$ cat src/rtl/wb_register_slice_if.sv
// wb_register_slice_if
//   One Wishbone classic link (request + response fields).
//   The slice takes the upstream link on its `slave` modport and drives the
//   downstream (target-side) link on its `master` modport.
//
// Handshake: the request is valid while cyc & stb are high; the initiator holds
// adr/dat_w/sel/we stable until the target answers with a one-cycle ack or err
// (or until the initiator drops cyc to abandon the cycle).
//
// Signals:
//   adr    [ADDR_WIDTH]   address             (initiator -> target)
//   dat_w  [DATA_WIDTH]   write data          (initiator -> target)
//   sel    [DATA_WIDTH/8] byte selects        (initiator -> target)
//   we, cyc, stb          write / cycle / strobe (initiator -> target)
//   dat_r  [DATA_WIDTH]   read data           (target -> initiator)
//   ack, err              response            (target -> initiator)
interface wb_register_slice_if #(
  parameter int ADDR_WIDTH = 32,
  parameter int DATA_WIDTH = 32
);
  logic [ADDR_WIDTH-1:0]   adr;
  logic [DATA_WIDTH-1:0]   dat_w;
  logic [DATA_WIDTH-1:0]   dat_r;
  logic [DATA_WIDTH/8-1:0] sel;
  logic                    we;
  logic                    cyc;
  logic                    stb;
  logic                    ack;
  logic                    err;

  modport master (
    output adr, dat_w, sel, we, cyc, stb,
    input  dat_r, ack, err
  );

  modport slave (
    input  adr, dat_w, sel, we, cyc, stb,
    output dat_r, ack, err
  );
endinterface

$ cat src/rtl/wb_register_slice.sv
// wb_register_slice
//   Single-outstanding Wishbone classic register slice with a bus-timeout
//   watchdog. Request and response paths are fully registered, so no
//   combinational path crosses the slice. A target that never answers is
//   turned into an upstream err instead of hanging the bus.
//
// Ports:
//   clock      sole clock, rising edge
//   reset      synchronous, active-high
//   up         upstream link (slave side: adr/dat_w/sel/we/cyc/stb in,
//              dat_r/ack/err out)
//   t          downstream link (master side: t.adr/t.dat_w/t.sel/t.we/t.cyc/
//              t.stb out, t.dat_r/t.ack/t.err in)
//   state_dbg  current FSM state (0 IDLE, 1 REQ, 2 RSP)
//
// Handshake: an upstream request is accepted when cyc & stb are sampled high
// in IDLE. The slice then holds one strobe downstream until the target answers
// (ack/err), the initiator drops cyc (abort, no response), or the watchdog
// fires. The upstream response (ack or err) is a single-cycle pulse.
module wb_register_slice #(
  parameter int ADDR_WIDTH = 32,
  parameter int DATA_WIDTH = 32,
  parameter int TIMEOUT    = 256
) (
  input  logic                       clock,
  input  logic                       reset,
  wb_register_slice_if.slave         up,
  wb_register_slice_if.master        t,
  output logic [1:0]                 state_dbg
);

  typedef enum logic [1:0] {
    IDLE = 2'd0,
    REQ  = 2'd1,
    RSP  = 2'd2
  } state_t;

  localparam int CNT_W = (TIMEOUT > 0) ? $clog2(TIMEOUT + 1) : 1;
  localparam logic [CNT_W-1:0] CNT_MAX   = {CNT_W{1'b1}};
  localparam logic [CNT_W-1:0] CNT_LIMIT = CNT_W'(TIMEOUT);
  localparam bit WD_EN = (TIMEOUT != 0);

  state_t           state;
  logic [CNT_W-1:0] wd_cnt;

  assign state_dbg = state;

  // wd_cnt counts REQ cycles already spent waiting; the watchdog fires in the
  // REQ cycle where TIMEOUT cycles have passed with no answer, so the upstream
  // err appears TIMEOUT+1 cycles after t.stb first rises.
  always_ff @(posedge clock) begin
    if (reset) begin
      state    <= IDLE;
      wd_cnt   <= '0;
      t.adr    <= '0;
      t.dat_w  <= '0;
      t.sel    <= '0;
      t.we     <= 1'b0;
      t.cyc    <= 1'b0;
      t.stb    <= 1'b0;
      up.dat_r <= '0;
      up.ack   <= 1'b0;
      up.err   <= 1'b0;
    end else begin
      case (state)
        IDLE: begin
          if (up.cyc && up.stb) begin
            t.adr   <= up.adr;
            t.dat_w <= up.dat_w;
            t.sel   <= up.sel;
            t.we    <= up.we;
            t.cyc   <= 1'b1;
            t.stb   <= 1'b1;
            wd_cnt  <= '0;
            state   <= REQ;
          end
        end

        REQ: begin
          if (!up.cyc) begin
            // Abort: the initiator gave up; any same-cycle target answer is lost.
            t.cyc <= 1'b0;
            t.stb <= 1'b0;
            state <= IDLE;
          end else if (t.err) begin
            // err takes precedence over a simultaneous ack.
            up.dat_r <= t.dat_r;
            up.err   <= 1'b1;
            t.cyc    <= 1'b0;
            t.stb    <= 1'b0;
            state    <= RSP;
          end else if (t.ack) begin
            // Writes capture too; the initiator ignores dat_r on a write.
            up.dat_r <= t.dat_r;
            up.ack   <= 1'b1;
            t.cyc    <= 1'b0;
            t.stb    <= 1'b0;
            state    <= RSP;
          end else if (WD_EN && (wd_cnt == CNT_LIMIT)) begin
            up.dat_r <= '0;
            up.err   <= 1'b1;
            t.cyc    <= 1'b0;
            t.stb    <= 1'b0;
            state    <= RSP;
          end else if (wd_cnt != CNT_MAX) begin
            wd_cnt <= wd_cnt + 1'b1;
          end
        end

        RSP: begin
          // Response pulse lasts one cycle; cyc is not examined here.
          up.ack <= 1'b0;
          up.err <= 1'b0;
          state  <= IDLE;
        end

        default: begin
          up.ack <= 1'b0;
          up.err <= 1'b0;
          t.cyc  <= 1'b0;
          t.stb  <= 1'b0;
          state  <= IDLE;
        end
      endcase
    end
  end

endmodule

$ cat src/flat_wrapper.sv
// flat-port wrapper written by rule: the top's interface ports become plain ports
module wb_register_slice_flat 
#(
  parameter int ADDR_WIDTH = 32,
  parameter int DATA_WIDTH = 32,
  parameter int TIMEOUT    = 256
)
  (clock, reset, state_dbg, up_adr, up_dat_w, up_sel, up_we, up_cyc, up_stb, up_dat_r, up_ack, up_err, t_adr, t_dat_w, t_sel, t_we, t_cyc, t_stb, t_dat_r, t_ack, t_err);
  wb_register_slice_if #(.ADDR_WIDTH(ADDR_WIDTH), .DATA_WIDTH(DATA_WIDTH)) up_i ();
  wb_register_slice_if #(.ADDR_WIDTH(ADDR_WIDTH), .DATA_WIDTH(DATA_WIDTH)) t_i ();
  input  logic clock;
  input  logic reset;
  output logic [1:0] state_dbg;
  input wire logic [$bits(up_i.adr)-1:0] up_adr;
  input wire logic [$bits(up_i.dat_w)-1:0] up_dat_w;
  input wire logic [$bits(up_i.sel)-1:0] up_sel;
  input wire logic [$bits(up_i.we)-1:0] up_we;
  input wire logic [$bits(up_i.cyc)-1:0] up_cyc;
  input wire logic [$bits(up_i.stb)-1:0] up_stb;
  output wire logic [$bits(up_i.dat_r)-1:0] up_dat_r;
  output wire logic [$bits(up_i.ack)-1:0] up_ack;
  output wire logic [$bits(up_i.err)-1:0] up_err;
  output wire logic [$bits(t_i.adr)-1:0] t_adr;
  output wire logic [$bits(t_i.dat_w)-1:0] t_dat_w;
  output wire logic [$bits(t_i.sel)-1:0] t_sel;
  output wire logic [$bits(t_i.we)-1:0] t_we;
  output wire logic [$bits(t_i.cyc)-1:0] t_cyc;
  output wire logic [$bits(t_i.stb)-1:0] t_stb;
  input wire logic [$bits(t_i.dat_r)-1:0] t_dat_r;
  input wire logic [$bits(t_i.ack)-1:0] t_ack;
  input wire logic [$bits(t_i.err)-1:0] t_err;
  assign up_i.adr = up_adr;
  assign up_i.dat_w = up_dat_w;
  assign up_i.sel = up_sel;
  assign up_i.we = up_we;
  assign up_i.cyc = up_cyc;
  assign up_i.stb = up_stb;
  assign up_dat_r = up_i.dat_r;
  assign up_ack = up_i.ack;
  assign up_err = up_i.err;
  assign t_adr = t_i.adr;
  assign t_dat_w = t_i.dat_w;
  assign t_sel = t_i.sel;
  assign t_we = t_i.we;
  assign t_cyc = t_i.cyc;
  assign t_stb = t_i.stb;
  assign t_i.dat_r = t_dat_r;
  assign t_i.ack = t_ack;
  assign t_i.err = t_err;
  wb_register_slice #(.ADDR_WIDTH(ADDR_WIDTH), .DATA_WIDTH(DATA_WIDTH), .TIMEOUT(TIMEOUT)) u_core (.clock(clock), .reset(reset), .up(up_i), .t(t_i), .state_dbg(state_dbg));
endmodule
$ cat config.mk
export PLATFORM = sky130hd
export DESIGN_NAME = wb_register_slice_flat
export DESIGN_NICKNAME = d
export VERILOG_FILES = /design/src/rtl/wb_register_slice_if.sv /design/src/rtl/wb_register_slice.sv /design/src/flat_wrapper.sv
export SDC_FILE = /design/constraint.sdc
export NUM_CORES = 1
export LEC_CHECK = 0
export CAP_MARGIN = 20
export CORE_ASPECT_RATIO = 0.8
export CORE_MARGIN = 1
export CORE_UTILIZATION = 30
export CTS_CLUSTER_SIZE = 20
export DETAILED_ROUTE_END_ITERATION = 6
export PLACE_DENSITY = 0.67
export SLEW_MARGIN = 10
export SYNTH_ARGS = -nofsm -noshare
export SYNTH_HDL_FRONTEND = slang
export SYNTH_SLANG_ARGS = --single-unit
$ cat constraint.sdc
create_clock -name clock -period 5.57 [get_ports clock]
set_input_delay 1.114 -clock clock [delete_from_list [all_inputs] [get_ports clock]]
set_output_delay 1.114 -clock clock [all_outputs]
set_load 0.1 [all_outputs]
==> metrics, run 1 <==
Worst-Margin Slew 1.024 ns; VDD IR-drop max 194.4 uV; FP Rows 38; CTS buffer count 17; Chip Height roughly 110 um; Max Fclk between 300 and 400 MHz; Worst-path clk slew 0.06 ns; Syn Area/Cell 8.311 um2; Setup TNS Final 0 ns; gr usage total 17.05%; Mapped Cells 501; status finished clean; PostCTS Resize Cnt 0; Iteration-0 DRC Markers 184; I/O pin cnt 214; global-route wire length before repair slightly below 20000 um; CTS tree done; Crit Path Class reg -> out; DPL Wire Length just over 8000 um; Clock Sink Count 115; DIE WIDTH 133.7 um; Setup crit end kind primary output; Final Cycle Share roughly three fifths; startpoint types flop; layout cell share with drive strength beyond 1 5.767%; Layout Skew around 0.011 ns; Mapped Nets ~600; vias 4113; worst-path fanout max 11; CP Data Required Time 4.46 ns; Netlist cell types 31; CTS root buffer clkbuf_16; Crit path max-delay family buffers and inverters; Post-CTS Repair Setup Buffers 0; antenna violations before repair 0; ant diodes 0; clk buf depth 2; crit-path max cell delay 1.21 ns; dpl cells 859; register area share after synthesis 55.29%; WL per Instance 13.54 um; DRT antenna net count 0; Layout Nets 809; Slew Viols, Final 0; gpl congestion 0.7941; Residual DRC 0; Logic pwr share 18.3%; RSZ-0062 raised after global routing no; Yosys reg bits 115; Pleak 2.483 nW; DIE AREA ~14000 um2; Net Sw Frac 29.53%; final non-filler cell total 891; Clock power frac 44.5%; final wirelength around 12000 um; CP Data Arrival Time 2.18 ns; Psw 0.6892 mW; Final min period approximately 3.3 ns; slowest stage cell, crit path clkdlybuf4s50_1; Max-slew headroom 31.55%; gr ovfl total 0; final setup vio count 0; Hold Crit Class reg -> reg; vias in the first global route 4005; clk_lat worst skew around 0.40 ns; largest net degree at the start of global routing 116; P_int between 1.5 and 2 mW; Cell Chain, Critical Path clkdlybuf4s50_1; Clock H-tree levels 4; CP bufs+invs 1; # hold bufs at CTS 0; Area Overhead vs Synth 68.15%; via density per instance 4.616; final hold vios 0; synth warn 0; pwr/cell area 333.3 nW/um2; IO Port Bufs 213; drt pass-1 iters 4; sequential power share 37.2%; initial core utilization 30.73%; Synth Cell Area 4164 um2; core area 13550 um2; maxcap violations 0
[cell families after synthesis]
group / after synthesis / share of synthesized area, %
compound gates: 129 / 18.48
fa+ha+maj: 3 / 0.9015
buf+inv: 41 / 3.966
flops: 115 / 55.29
simple gates: 213 / 21.36
[cell usage after synthesis]
| master | number | share of area, % |
|---|---|---|
| a2111oi_4 | 1 | 0.66 |
| a211oi_1 | 2 | 0.36 |
| a21boi_1 | 1 | 0.18 |
| a21o_1 | 1 | 0.18 |
| a21oi_1 | 79 | 9.5 |
| a22oi_1 | 32 | 5.8 |
| a31oi_1 | 3 | 0.45 |
| a41oi_1 | 1 | 0.21 |
| and3_1 | 2 | 0.30 |
| buf_2 | 6 | 0.72 |
| buf_4 | 1 | 0.18 |
| clkbuf_1 | 31 | 2.8 |
| dfxtp_1 | 115 | 55 |
| ha_1 | 3 | 0.90 |
| inv_1 | 3 | 0.27 |
| nand2_1 | 148 | 13 |
| nand2b_1 | 4 | 0.60 |
| nand3_1 | 3 | 0.36 |
| nand4_1 | 1 | 0.15 |
| nand4b_2 | 1 | 0.36 |
| nor2_1 | 40 | 3.6 |
| nor2b_1 | 1 | 0.15 |
| nor3_1 | 3 | 0.36 |
| nor4b_2 | 2 | 0.72 |
| o21a_1 | 1 | 0.18 |
| o21ai_1 | 7 | 0.84 |
| o22ai_1 | 1 | 0.15 |
| or2_1 | 2 | 0.30 |
| or3_1 | 2 | 0.30 |
| or3b_1 | 3 | 0.63 |
| or4_1 | 1 | 0.18 |
[area by class of cell]
| class | instances | area (um2) |
|---|---|---|
| sequential | 115 | 2302 |
| fill | 1253 | 6549 |
| tap | 180 | 225.2 |
| timing repair buffer | 217 | 2187 |
| multi-input combinational | 345 | 1709 |
| clock buffer | 19 | 432.9 |
| clock inverter | 12 | 133.9 |
| inverter | 3 | 11.26 |
[stage by stage]
step           setup WS (ns)  power (mW)  instance area [um2]  util [%]  hold WS (ns)
6_report               2.280       2.334                 7002     51.67        0.4495
5_1_grt                2.205       2.425                 7002     51.67        0.4682
4_1_cts                2.258       2.360                 6974     51.47        0.4525
3_5_place_dp           2.407       1.311                 6407     47.29        0.4460
3_3_place_gp           2.378       1.307                 6392     47.17        0.4405
2_1_floorplan          3.082       1.163                 4164         -        0.4443
[flip-flops by register name, summed over array words and instances, names as in the netlist]
register and count:
u_core.t.sel 4, u_core.t.adr 32, u_core.up.err 1, u_core.state_dbg 2, u_core.up.dat_r 32, u_core.wd_cnt 9, u_core.up.ack 1, u_core.t.we 1
u_core.t.cyc 1, u_core.t.dat_w 32
[power groups by stage]
stage | logic, mW | registers (mW) | clock network (mW)
2_1_floorplan | 0.0749 | 1.09 | 0
3_3_place_gp | 0.423 | 0.884 | 0
3_5_place_dp | 0.427 | 0.885 | 0
4_1_cts | 0.428 | 0.868 | 1.06
5_1_grt | 0.447 | 0.871 | 1.11
6_report | 0.427 | 0.867 | 1.04
[layer usage]
metal | share of wire, % | vias to the layer above | global-route usage [%]
li1 | - | 2071 | -
met1 | 43 | 1885 | 19.87
met2 | 49 | 137 | 28.53
met3 | 6.9 | 20 | 6.356
met4 | 1.6 | 0 | 6.169
met5 | 0 | - | 0
[placed cells by master, fill, tap and decap left out, drive strengths merged]
master	instances
or3b	3
a41oi	1
a21boi	1
inv	5
nor2	40
nand2	148
nand3	3
or3	2
nand4	1
o22ai	1
clkbuf	19
a21oi	79
a2111oi	1
ha	3
a31oi	3
nor4b	2
nand4b	1
dfxtp	115
and3	2
a211oi	2
buf	5
or4	1
nor3	3
nor2b	1
nand2b	4
o21ai	7
clkinv	3
clkinvlp	5
or2	2
a21o	1
a22oi	32
clkdlybuf4s50	212
bufinv	2
o21a	1
[path summary, 6_finish.rpt]
| kind | from | endpoint | slack, ns | depth (start not counted) |
|---|---|---|---|---|
| worst max-delay path | u_core.state_dbg[0] | state_dbg[0] | 2.28 | 1 |
| worst min-delay path | u_core.t.dat_w[21] | u_core.t.dat_w[21] | 0.45 | 2 |
| worst max register to register | u_core.wd_cnt[0] | u_core.wd_cnt[2] | 3.18 | 9 |
| worst min register to register | u_core.t.dat_w[21] | u_core.t.dat_w[21] | 0.45 | 2 |
Note: power is estimated with default switching activity, not from simulation.
==> run 2: changes to the inputs <==
==> constraint.sdc (replaced) <==
create_clock -name clock -period 3.2 [get_ports clock]
set_input_delay 0.64 -clock clock [delete_from_list [all_inputs] [get_ports clock]]
set_output_delay 0.64 -clock clock [all_outputs]
set_load 0.1 [all_outputs]
==> run 2 against run 1 <==
Against the previous run: largest cell class unchanged; utilization decreased by 1.6 points; final cell count grew 0.34%; global-route usage grew 0.41 points; final area down 3.1%; largest power group unchanged; sequential power up 74%; clock skew fell by 0.0011 ns; count of clock-buffer cells in the layout rose by 4; power up 81%; via count up 2.5%.
==> metrics, run 2 (synthesis results as in run 1) <==
status finished clean; worst-path fanout max 7 (-4); most frequent cells in the layout 148 x nand2_1, 115 x dfxtp_1, 113 x buf_4; Layout Skew 0.009897 ns (-0.001140 ns); CTS tree done; filler instances 1272 (+1.5%); final hold vios 0 (unchanged); Layout Nets 811 (+0.25%); Worst Hold End u_core.t.dat_w[7]; Core Util, Final 50.09% (-1.6 points); gr ovfl total 0 (unchanged); Setup TNS Final 0 ns (unchanged); Final Total Pwr 4.217 mW (+81%); CTS buffer count 17 (unchanged); DIE WIDTH 133.7 um (unchanged); commonest non-fill, non-tap cell in the layout nand2_1; Post-CTS Repair Setup Buffers 0 (unchanged); vias 4214 (+2.5%); DRT antenna net count 0 (unchanged); final wirelength 12370 um (+2.5%); Worst-path clk slew 0.05 ns (about the same); pwr/cell area 621.3 nW/um2 (+86%); layout cell share with drive strength beyond 1 20.87% (+15 points); Final Cycle Share ~73%; Hold Path Origin u_core.t.dat_w[7]; Min Hold Slack 0.4546 ns (+0.005104 ns); Chip Height 107.4 um (unchanged); Setup crit end kind flop; clk buf depth 2 (unchanged); r2r startpoint u_core.wd_cnt[0]; startpoint types flop; Clock Sink Count 115 (unchanged); drt pass-1 iters 4 (unchanged); gpl congestion 0.7669 (-3.4%); WL met3 1005 um (+21%); Pleak 2.723 nW (+9.7%); Hold Crit Class reg -> reg; RR Endpoint u_core.wd_cnt[7]; WL met2 6008 um (+2.6%); RSZ-0062 raised after global routing no; Crit Path Class reg -> reg; Final min period 2.323 ns; IO Port Bufs 213 (unchanged); Largest regs u_core.t.adr x32, u_core.t.dat_w x32, u_core.up.dat_r x32; DIE AREA 14360 um2 (unchanged); Worst R2R Path Depth 9 (unchanged); ant diodes 0 (unchanged); Max-slew headroom 30.09% (-1.5 points); Slew Viols, Final 0 (unchanged); Max Fclk 430.5 MHz; final setup vio count 0 (unchanged); via density per instance 4.714 (+2.1%); CP Data Required Time 3.54 ns (-0.92 ns); gr usage total 17.46% (+0.41 points); antenna violations before repair 0 (unchanged); Area Overhead vs Synth 63.01%; vias in the first global route 4077 (+1.8%); CTS root buffer clkbuf_16; initial core utilization 30.73% (unchanged); top sig layer met4; DPL Wire Length 8351 um (+2.7%); VDD IR-drop max 338.4 uV (+74%); PostCTS Resize Cnt 0 (unchanged); CP Data Arrival Time 2.66 ns (+0.48 ns); largest net degree at the start of global routing 71 (-39%); routed length on met1 5109 um (-1.5%); I/O pin cnt 214 (unchanged); FP Rows 38 (unchanged); Clock H-tree levels 4 (unchanged); clk_lat worst skew 0.41 ns (about the same); FF-to-FF setup slack 0.88 ns (-2.30 ns); core area 13550 um2 (unchanged); hold depth 2 (unchanged); # hold bufs at CTS 0 (unchanged); WL per Instance 13.83 um (+2.1%); Worst-Margin Slew 1.049 ns (+0.02517 ns); Iteration-0 DRC Markers 222 (+21%); maxcap violations 0 (unchanged); final setup margin 0.8774 ns (-1.402 ns); pre-CTS setup slack 0.4838 ns (-1.923 ns); Residual DRC 0 (unchanged); global-route wire length before repair 19580 um (+0.71%)
run 2: cell types whose count changed in the layout (fill, tap and decap cells not counted), sizes merged:
| cell | before | now |
|---|---|---|
| buf | 5 | 114 |
| bufinv | 2 | 4 |
| clkbuf | 19 | 23 |
| clkdlybuf4s50 | 212 | 105 |
| clkinv | 3 | 2 |
| clkinvlp | 5 | 3 |
| inv | 5 | 3 |
run 2: power by group:
group / internal [mW] / total [mW] / leakage [nW] / switching (mW)
registers: 1.48 / 1.51 / 0.935 / 0.0286
clock network: 1.34 / 1.98 / 0.293 / 0.636
logic: 0.220 / 0.728 / 1.49 / 0.509
total: 3.04 / 4.22 / 2.72 / 1.17
run 2: cell type report:
cell class                      count  area [um2]  share of cell area, %
Sequential cell                   115        2302                  33.92
Timing Repair Buffer              219        1919                  28.28
Multi-Input combinational cell    345        1709                  25.18
Clock buffer                       23       467.9                  6.894
Tap cell                          180       225.2                  3.318
Clock inverter                      9       152.6                  2.249
Inverter                            3       11.26                 0.1659
run 2: per-stage QoR:
step           cell area [um2]  std cells
2_1_floorplan             4164        501
3_3_place_gp              6167        862
3_5_place_dp              6167        862
4_1_cts                   6788        894
5_1_grt                   6788        894
6_report                  6788        894
run 2: routing by layer:
layer	track usage, %	vias to the layer above
met1	19.58	1961
met3	6.685	21
met4	8.929	0
met2	28.87	152
met5	0	-
li1	-	2080
run 2: how the worst max path moves through the flow:
stage                              from                  to  slack [ns]
detailed placement                t_ack  u_core.up.dat_r[8]        0.48
floorplan           u_core.state_dbg[0]  u_core.up.dat_r[0]        0.87
CTS                    u_core.wd_cnt[0]    u_core.wd_cnt[7]        0.89
global placement                  t_ack  u_core.up.dat_r[0]        0.67
global route           u_core.wd_cnt[0]    u_core.wd_cnt[4]        0.77
finish                 u_core.wd_cnt[0]    u_core.wd_cnt[7]        0.88
run 2: worst max-delay path: stages (launching register included):
cell and delay, ns:
dfxtp_1 0.33, ha_1 0.22, and3_1 0.23, nand3_1 0.12
nor2_1 0.06, ha_1 0.21, a2111oi_4 0.24, nand4b_2 0.26
or4_1 0.46, a21oi_1 0.14
==> run 3: changes to the inputs <==
--- a/config.mk
+++ b/config.mk
@@ -11,7 +11,7 @@
 export CORE_UTILIZATION = 30
 export CTS_CLUSTER_SIZE = 20
 export DETAILED_ROUTE_END_ITERATION = 6
-export PLACE_DENSITY = 0.67
+export PLACE_DENSITY = 0.7
 export SLEW_MARGIN = 10
 export SYNTH_ARGS = -nofsm -noshare
 export SYNTH_HDL_FRONTEND = slang
==> constraint.sdc (replaced) <==
create_clock -name clock -period 1.9 [get_ports clock]
set_input_delay 0.38 -clock clock [delete_from_list [all_inputs] [get_ports clock]]
set_output_delay 0.38 -clock clock [all_outputs]
set_load 0.1 [all_outputs]
==> run 3 against run 2 <==
Against the previous run: the run now ends with setup timing left; routed wire length grew 8.7%; largest cell class is now non-clock buffers; clock skew shrank 0.0019 ns; maximum frequency grew 10%.
==> metrics, run 3 (synthesis results as in run 1) <==
Min Hold Slack 0.3885 ns (-0.06615 ns); final hold vios 0 (unchanged); grt met1 use 19.60% (about the same); gr usage total 17.53% (+0.068 points); r2r startpoint u_core.wd_cnt[0]; Setup crit end kind flop; commonest non-fill, non-tap cell in the layout nand2_1; core area 13550 um2 (unchanged); GRT busiest layer met2; CP Data Required Time 2.19 ns (-1.35 ns); final setup margin -0.2053 ns (-1.083 ns); initial core utilization 30.73% (unchanged); final non-filler cell total 926 (+3.6%); GRT met2 Usage 29.31% (+0.44 points); most frequent CP cell buf_4; met3 Resource Use GR 7.062% (+0.38 points); status finished with violations; dpl cells 883 (+2.4%); CTS tree done; Layout Skew 0.007964 ns (-0.001932 ns); vias in the first global route 4162 (+2.1%); largest net degree at the start of global routing 48 (-32%); crit-path max cell delay 0.33 ns (-0.13 ns); Area Overhead vs Synth 81.19%; Final min period 2.105 ns (-0.2173 ns); failing checks setup timing; slowest stage cell, crit path dfxtp_2; Hold Crit Class in -> reg; Critical path origin u_core.wd_cnt[0]; gr ovfl total 0 (unchanged); gpl congestion 0.8078 (+5.3%); clk buf depth 2 (unchanged); via density per instance 4.718 (about the same); most frequent cells in the layout 146 x nand2_1, 125 x buf_4, 111 x dfxtp_1; Residual DRC 0 (unchanged); Worst-path clk slew 0.05 ns (about the same); Clock Sink Count 115 (unchanged); Layout Nets 845 (+4.2%); startpoint types flop; final wirelength 13450 um (+8.7%); Max-slew headroom 65.42% (+35 points); Clock H-tree levels 4 (unchanged); Worst-Margin Slew 0.5174 ns (-0.5313 ns); Final Cycle Share 110.8% (+38 points); DIE AREA 14360 um2 (unchanged); Slew Viols, Final 0 (unchanged); clk_lat worst skew 0.41 ns (about the same); Setup TNS Final -1.534 ns (-1.534 ns); layout cell share with drive strength beyond 1 32.04% (+11 points); global-route wire length before repair 19700 um (+0.63%); Chip Height 107.4 um (unchanged); Max Fclk 475.0 MHz (+10%); VDD IR-drop max 598.3 uV (+77%); Hold Path Origin reset; drt pass-1 iters 4 (unchanged); vias 4369 (+3.7%); CP bufs+invs 3 (+3); Pleak 3.017 nW (+11%); antenna violations before repair 0 (unchanged); DIE WIDTH 133.7 um (unchanged); maxcap violations 0 (unchanged); RSZ-0062 raised after global routing yes; CTS root buffer clkbuf_16; Iteration-0 DRC Markers 239 (+7.7%); WL per Instance 14.52 um (+5.0%); ant diodes 0 (unchanged); Crit Path Class reg -> reg; DPL Wire Length 8942 um (+7.1%); I/O pin cnt 214 (unchanged); Crit path max-delay family compound AO/OA/AOI/OAI gates; final setup vio count 20 (+20); Largest regs u_core.t.adr x32, u_core.t.dat_w x32, u_core.up.dat_r x32; Cell Chain, Critical Path ha_4 -> and3_4 -> nand3_2 -> nor2_2 -> ha_2 -> a2111oi_4 -> buf_4 -> o22ai_4 -> buf_6 -> buf_4 -> o21ai_2 -> a21oi_2; pwr/cell area 924.7 nW/um2 (+49%); DRT antenna net count 0 (unchanged); CP Data Arrival Time 2.40 ns (-0.26 ns); CTS buffer count 17 (unchanged); IO Port Bufs 213 (unchanged); FP Rows 38 (unchanged); worst-path fanout max 5 (-2)
## run 3: cell types whose count changed in the layout (fill, tap and decap cells not counted), moves of 5 or more
cell,previous run,this run
a21oi_1,79,74
a22oi_2,0,32
buf_12,1,15
buf_4,113,125
a22oi_1,32,0
a21oi_2,0,5
## run 3: power breakdown
group	leakage, nW	switching, mW	total, mW	internal, mW
Sequential	0.938	0.0493	2.55	2.50
Clock	0.283	1.03	3.07	2.04
Combinational	1.80	0.897	1.35	0.458
## run 3: path summary, 6_finish.rpt
| check | end | slack (ns) | cells after the start |
|---|---|---|---|
| setup / recovery | u_core.wd_cnt[7] | -0.21 | 12 |
| hold / removal | u_core.t.dat_w[16] | 0.39 | 2 |
| setup reg to reg | u_core.wd_cnt[7] | -0.21 | 12 |
| hold reg to reg | u_core.t.dat_w[21] | 0.45 | 2 |
## run 3: layer usage
metal / wire length [um] / share of wire, %
met1: 5582 / 42
met2: 6697 / 50
met3: 902 / 6.7
met4: 263 / 2.0
met5: 0 / 0
## run 3: final cells by class
cell class	count	area, um2
multi-input combinational	345	1996
tap	180	225.2
clock buffer	25	495.5
sequential	115	2312
clock inverter	5	75.07
inverter	3	16.27
timing repair buffer	253	2425
fill	1148	6006
## run 3: worst reg2reg max path: cells and delay by family (launching register included)
family	cells	cell delay [ns]
and+or+nand+nor	3	0.31
AOI/OAI and AO/OA	4	0.54
adders and majority gates	2	0.34
buffers and inverters	3	0.48
DFF	1	0.33
## run 3: metrics by stage
stage	setup slack [ns]	util, %	power, mW	cell area [um2]
global route	-0.2973	55.68	7.234	7545
detailed placement	-0.2733	48.01	3.888	6506
CTS	-0.1375	52.94	7.006	7173
global placement	-0.3941	47.90	3.869	6491
finish	-0.2053	55.68	6.977	7545
floorplan	-0.03843	-	3.406	4188
## run 3: repair_timing
item                                    4_1_cts  5_1_grt
hold buffers                                  0        0
buffers inserted                              6        3
pin swaps                                     6       15
gates resized for setup                      10       62
endpoints found under the setup margin       40       42
gates cloned                                  0        4
==> patch 1, RTL diff (flow settings as in run 2) <==
`ADDR_WIDTH` is set to 32 in 3 places; all go to 40.
--- a/src/rtl/wb_register_slice_if.sv
+++ b/src/rtl/wb_register_slice_if.sv
@@ -16,5 +16,5 @@
 //   ack, err              response            (target -> initiator)
 interface wb_register_slice_if #(
-  parameter int ADDR_WIDTH = 32,
+  parameter int ADDR_WIDTH = 40,
   parameter int DATA_WIDTH = 32
 );
--- a/src/rtl/wb_register_slice.sv
+++ b/src/rtl/wb_register_slice.sv
@@ -19,5 +19,5 @@
 // fires. The upstream response (ack or err) is a single-cycle pulse.
 module wb_register_slice #(
-  parameter int ADDR_WIDTH = 32,
+  parameter int ADDR_WIDTH = 40,
   parameter int DATA_WIDTH = 32,
   parameter int TIMEOUT    = 256
--- a/src/flat_wrapper.sv
+++ b/src/flat_wrapper.sv
@@ -2,5 +2,5 @@
 module wb_register_slice_flat 
 #(
-  parameter int ADDR_WIDTH = 32,
+  parameter int ADDR_WIDTH = 40,
   parameter int DATA_WIDTH = 32,
   parameter int TIMEOUT    = 256
Ports: changed (resized t_adr and up_adr); port bits go from 214 to 230. The function was not compared with the original's and may differ.
==> patch 1 against run 2 <==
- cell area increased by 9.5%
- sequential share of layout area decreased by 0.78 points
- area after synthesis increased by 11%
- combinational power increased by 11%
- total power increased by 5.7%
- routed wire length increased by 12%
- clock power increased by 3%
- via count increased by 11%
- setup slack got worse by 0.093 ns
- sequential cell count increased by 8
- largest cell class unchanged
==> patch 1: results (changes against run 2) <==
{| class="wikitable"
! Metric !! Value
|-
| Port Buffer Count || 229 (+7.5%)
|-
| Overall global routing resource usage || 17.56% (+0.10 points)
|-
| Count of fill cells added during filler insertion || 1469 (+15%)
|-
| Half-perimeter wire length of the detailed placement result || 9120 um (+9.2%)
|-
| Run status || finished clean
|-
| Number of setup buffers added after CTS || 0 (unchanged)
|-
| Seq/Total Area, Yosys || 53.05% (-2.2 points)
|-
| Worst hold path type || reg2reg
|-
| Unique masters post-synth || 42 (+35%)
|-
| Share of flip-flops with an asynchronous set or reset || 0% (unchanged)
|-
| H-Tree Level Count || 4 (unchanged)
|-
| Detail-routed net length per standard cell || 13.59 um (-1.7%)
|-
| GPL Wtd Cong || 0.8485 (+11%)
|-
| Detailed router's first-iteration violation count || 402 (+81%)
|-
| Number of cells upsized or downsized after cts || 0 (unchanged)
|-
| Via count of the first global-routing pass || 4279 (+5.0%)
|-
| Startpoint of the worst hold path || u_core.t.dat_w[15]
|-
| Leakage power || 2.936 nW (+7.8%)
|-
| Number of warning messages in the yosys log || 0 (unchanged)
|-
| Post-place setup slack || 0.8208 ns (+0.3370 ns)
|-
| Peak supply drop || 0.0003559 V (+5.2%)
|-
| Via count of the routed design || 4690 (+11%)
|-
| Endpoints failing hold || 0 (unchanged)
|-
| Antenna violations before repair || 0 (unchanged)
|-
| First-pass GRT wire length || 22020 um (+13%)
|-
| Critical Path Source || u_core.wd_cnt[1]
|-
| Net Count, Synth || 697 (+14%)
|-
| Pin count of the biggest net entering global routing || 78 (+9.9%)
|-
| Fin nets || 910 (+12%)
|-
| Antenna Cells || 0 (unchanged)
|-
| Leading post-synthesis cells by cell area || sky130_fd_sc_hd__dfxtp_1 53%, sky130_fd_sc_hd__nand2_1 16%, sky130_fd_sc_hd__a21oi_1 12%
|-
| Crit path max-delay cell type || sky130_fd_sc_hd__a2111o_2
|-
| Maximum number of buffers from clock root to sink || 2 (unchanged)
|-
| Cell family with most CP delay || compound AO/OA/AOI/OAI gates
|-
| Share of layout cells above drive strength 1 || 20.62% (-0.25 points)
|-
| Max FO, Critical Path || 7 (unchanged)
|-
| Clock network latency to the later pin of the worst-skew pair || 0.42 ns
|-
| Least-Margin Pin Slew || 0.6763 ns (-0.3724 ns)
|-
| Drt pass-1 iters || 6 (+2)
|-
| Crit path largest cell delay || 0.45 ns
|-
| Maximum clock skew at final layout || 0.007456 ns (-0.002441 ns)
|-
| Clock Tree Root || sky130_fd_sc_hd__clkbuf_16
|-
| Data arrival, critical path || 2.69 ns (+0.03 ns)
|-
| Post-CTS clock slew at the launch and capture registers of the worst setup and hold paths || 0.05 ns (about the same)
|-
| Commonest cells in the synthesized netlist || 194 x sky130_fd_sc_hd__nand2_1, 123 x sky130_fd_sc_hd__dfxtp_1, 110 x sky130_fd_sc_hd__a21oi_1, 27 x sky130_fd_sc_hd__o21ai_0, 26 x sky130_fd_sc_hd__clkbuf_1
|-
| CTS Buf Count || 17 (unchanged)
|-
| Biggest regs || u_core.t.adr x40, u_core.t.dat_w x32, u_core.up.dat_r x32
|}
[patch 1: kinds of logic after synthesis]
logic type,synth area share (%)
and+or+nand+nor,20.49
AOI/OAI and AO/OA,20.30
DFF,53.05
buffers and inverters,4.932
adders and majority gates,0.8087
muxes,0.4313
[patch 1: routing by layer]
layer | vias to the layer above | wire (um) | global-route usage [%]
met4 | 0 | 214 | 8.261
li1 | 2373 | - | -
met3 | 16 | 1235 | 7.237
met5 | - | 0 | 0
met2 | 171 | 6373 | 26.53
met1 | 2130 | 5974 | 21.67
[patch 1: cell type report]
type                       instances  area (um2)  area share [%]
clock buffer                      22       494.2           6.651
clock inverter                    10       137.6           1.852
inverter                          10       37.54          0.5051
multi-input combinational        403        1962           26.40
sequential                       123        2462           33.14
tap                              210       262.8           3.536
timing repair buffer             237        2074           27.92
[patch 1: per-stage QoR]
step,power [W],utilization (%),instance area [um2],instances
6_report,0.004457,49.33,7431,1015
2_1_floorplan,0.002188,-,4642,579
4_1_cts,0.004511,49.33,7431,1015
3_3_place_gp,0.002455,45.13,6799,983
3_5_place_dp,0.002458,45.13,6799,983
5_1_grt,0.004609,49.33,7431,1015
[patch 1: power by group]
group	leakage, nW	switching, W	internal [W]
combinational	1.63	0.000566	0.000241
sequential	1.00	0.0000283	0.00159
clock	0.308	0.000710	0.00133
[patch 1: final timing paths]
kind	endpoint	slack, ns	cells past startpoint
setup / recovery	u_core.wd_cnt[6]	0.78	8
hold / removal	u_core.t.dat_w[15]	0.45	2
setup reg to reg	u_core.wd_cnt[6]	0.78	8
hold reg to reg	u_core.t.dat_w[15]	0.45	2
[patch 1: worst min-delay path, cell delays in order, from the launching register on]
cell and delay (ns):
sky130_fd_sc_hd__dfxtp_1 0.30, sky130_fd_sc_hd__nand2_1 0.05, sky130_fd_sc_hd__a21oi_1 0.05
==> patch 2, RTL diff (settings of run 2) <==
Without the edit above. Put one more register stage on the output `state_dbg`, cleared by the reset. The value now appears one clock later. The other outputs are not delayed to match.
--- a/src/rtl/wb_register_slice.sv
+++ b/src/rtl/wb_register_slice.sv
@@ -44,5 +44,11 @@
   logic [CNT_W-1:0] wd_cnt;
 
-  assign state_dbg = state;
+  always_ff @(posedge clock) begin
+    if (reset) begin
+      state_dbg <= '0;
+    end else begin
+      state_dbg <= state;
+    end
+  end
 
   // wd_cnt counts REQ cycles already spent waiting; the watchdog fires in the
Function: changed (a bounded check fails within 4 cycles, from zero or initial values and one cycle with reset high).
==> patch 2 against run 2 <==
- critical path depth decreased by 1
- fmax decreased by 7.1%
- sequential cell count increased by 2
- utilization decreased by 0.76 points
- highest routed layer unchanged
- setup slack got worse by 0.18 ns
- largest cell class unchanged
- total power increased by 4.0%
- routed wire length increased by 11%
- first-iteration DRC count increased by 29%
- cell area increased by 4.3%
- area after synthesis increased by 6.4%
==> patch 2: results (changes against run 2) <==
{| class="wikitable"
! Metric !! Value
|-
| Fraction of the mapped netlist area in adder cells || 0.8470% (-0.054 points)
|-
| Number of buffers outside the clock class in the layout || 223 (+1.8%)
|-
| Run status || finished clean
|-
| GPL Wtd Cong || 0.8299 (+8.2%)
|-
| First-pass GRT wire length || 21530 um (+10%)
|-
| DR WL met3 || 1191 um (+19%)
|-
| Total net switching power || 0.001212 W (+3.3%)
|-
| Count of fill cells added during filler insertion || 1354 (+6.4%)
|-
| Global-route track usage on met2 || 30.00% (+1.1 points)
|-
| Share of the final layout cell area in multi-input gates || 26.57% (+1.4 points)
|-
| Wire length on met1 || 5696 um (+11%)
|-
| Number of cells in the design after placement || 915 (+6.1%)
|-
| Via count of the first global-routing pass || 4337 (+6.4%)
|-
| Unique masters post-synth || 43 (+39%)
|-
| Data arrival, critical path || 2.77 ns (+0.11 ns)
|-
| Share of layout cells above drive strength 1 || 21.10% (+0.23 points)
|-
| Post-placement cell area || 0.006427 mm2 (+4.2%)
|-
| Peak supply drop || 0.0004022 V (+19%)
|-
| Fraction of the mapped netlist area in compound gates || 20.53% (+2.0 points)
|-
| Detailed router's first-iteration violation count || 286 (+29%)
|-
| Detail-routed net length per standard cell || 14.51 um (+4.9%)
|-
| Post-place setup slack || 0.5886 ns (+0.1048 ns)
|-
| P per Cell Area || 619.5 mW/mm2 (-0.29%)
|-
| Max-slew headroom || 54.52% (+24 points)
|-
| GR met1 Demand/Resource || 21.08% (+1.5 points)
|}
[patch 2: cell types whose count changed after synthesis, sizes merged, moves of 4 or more]
cell | before | now
a22oi | 32 | 1
nand2 | 148 | 178
nor2 | 40 | 11
o21ai | 7 | 34
a21oi | 79 | 102
buf | 7 | 14
nand3 | 3 | 10
inv | 3 | 9
o32ai | 0 | 5
a222oi | 0 | 4
clkbuf | 31 | 27
[patch 2: worst paths after layout]
| kind | startpoint | endpoint | slack, ns | cells past startpoint |
|---|---|---|---|---|
| max | u_core.wd_cnt[0] | u_core.wd_cnt[6] | 0.70 | 8 |
| min | u_core.t.adr[4] | u_core.t.adr[4] | 0.45 | 2 |
| max reg2reg | u_core.wd_cnt[0] | u_core.wd_cnt[6] | 0.70 | 8 |
| min reg2reg | u_core.t.adr[4] | u_core.t.adr[4] | 0.45 | 2 |
[patch 2: worst max-delay path, delay by kind of cell (launching register included)]
family          cells  cell delay [ns]
fa+ha+maj           2             0.43
flops               1             0.33
simple gates        3             0.65
compound gates      3             0.95
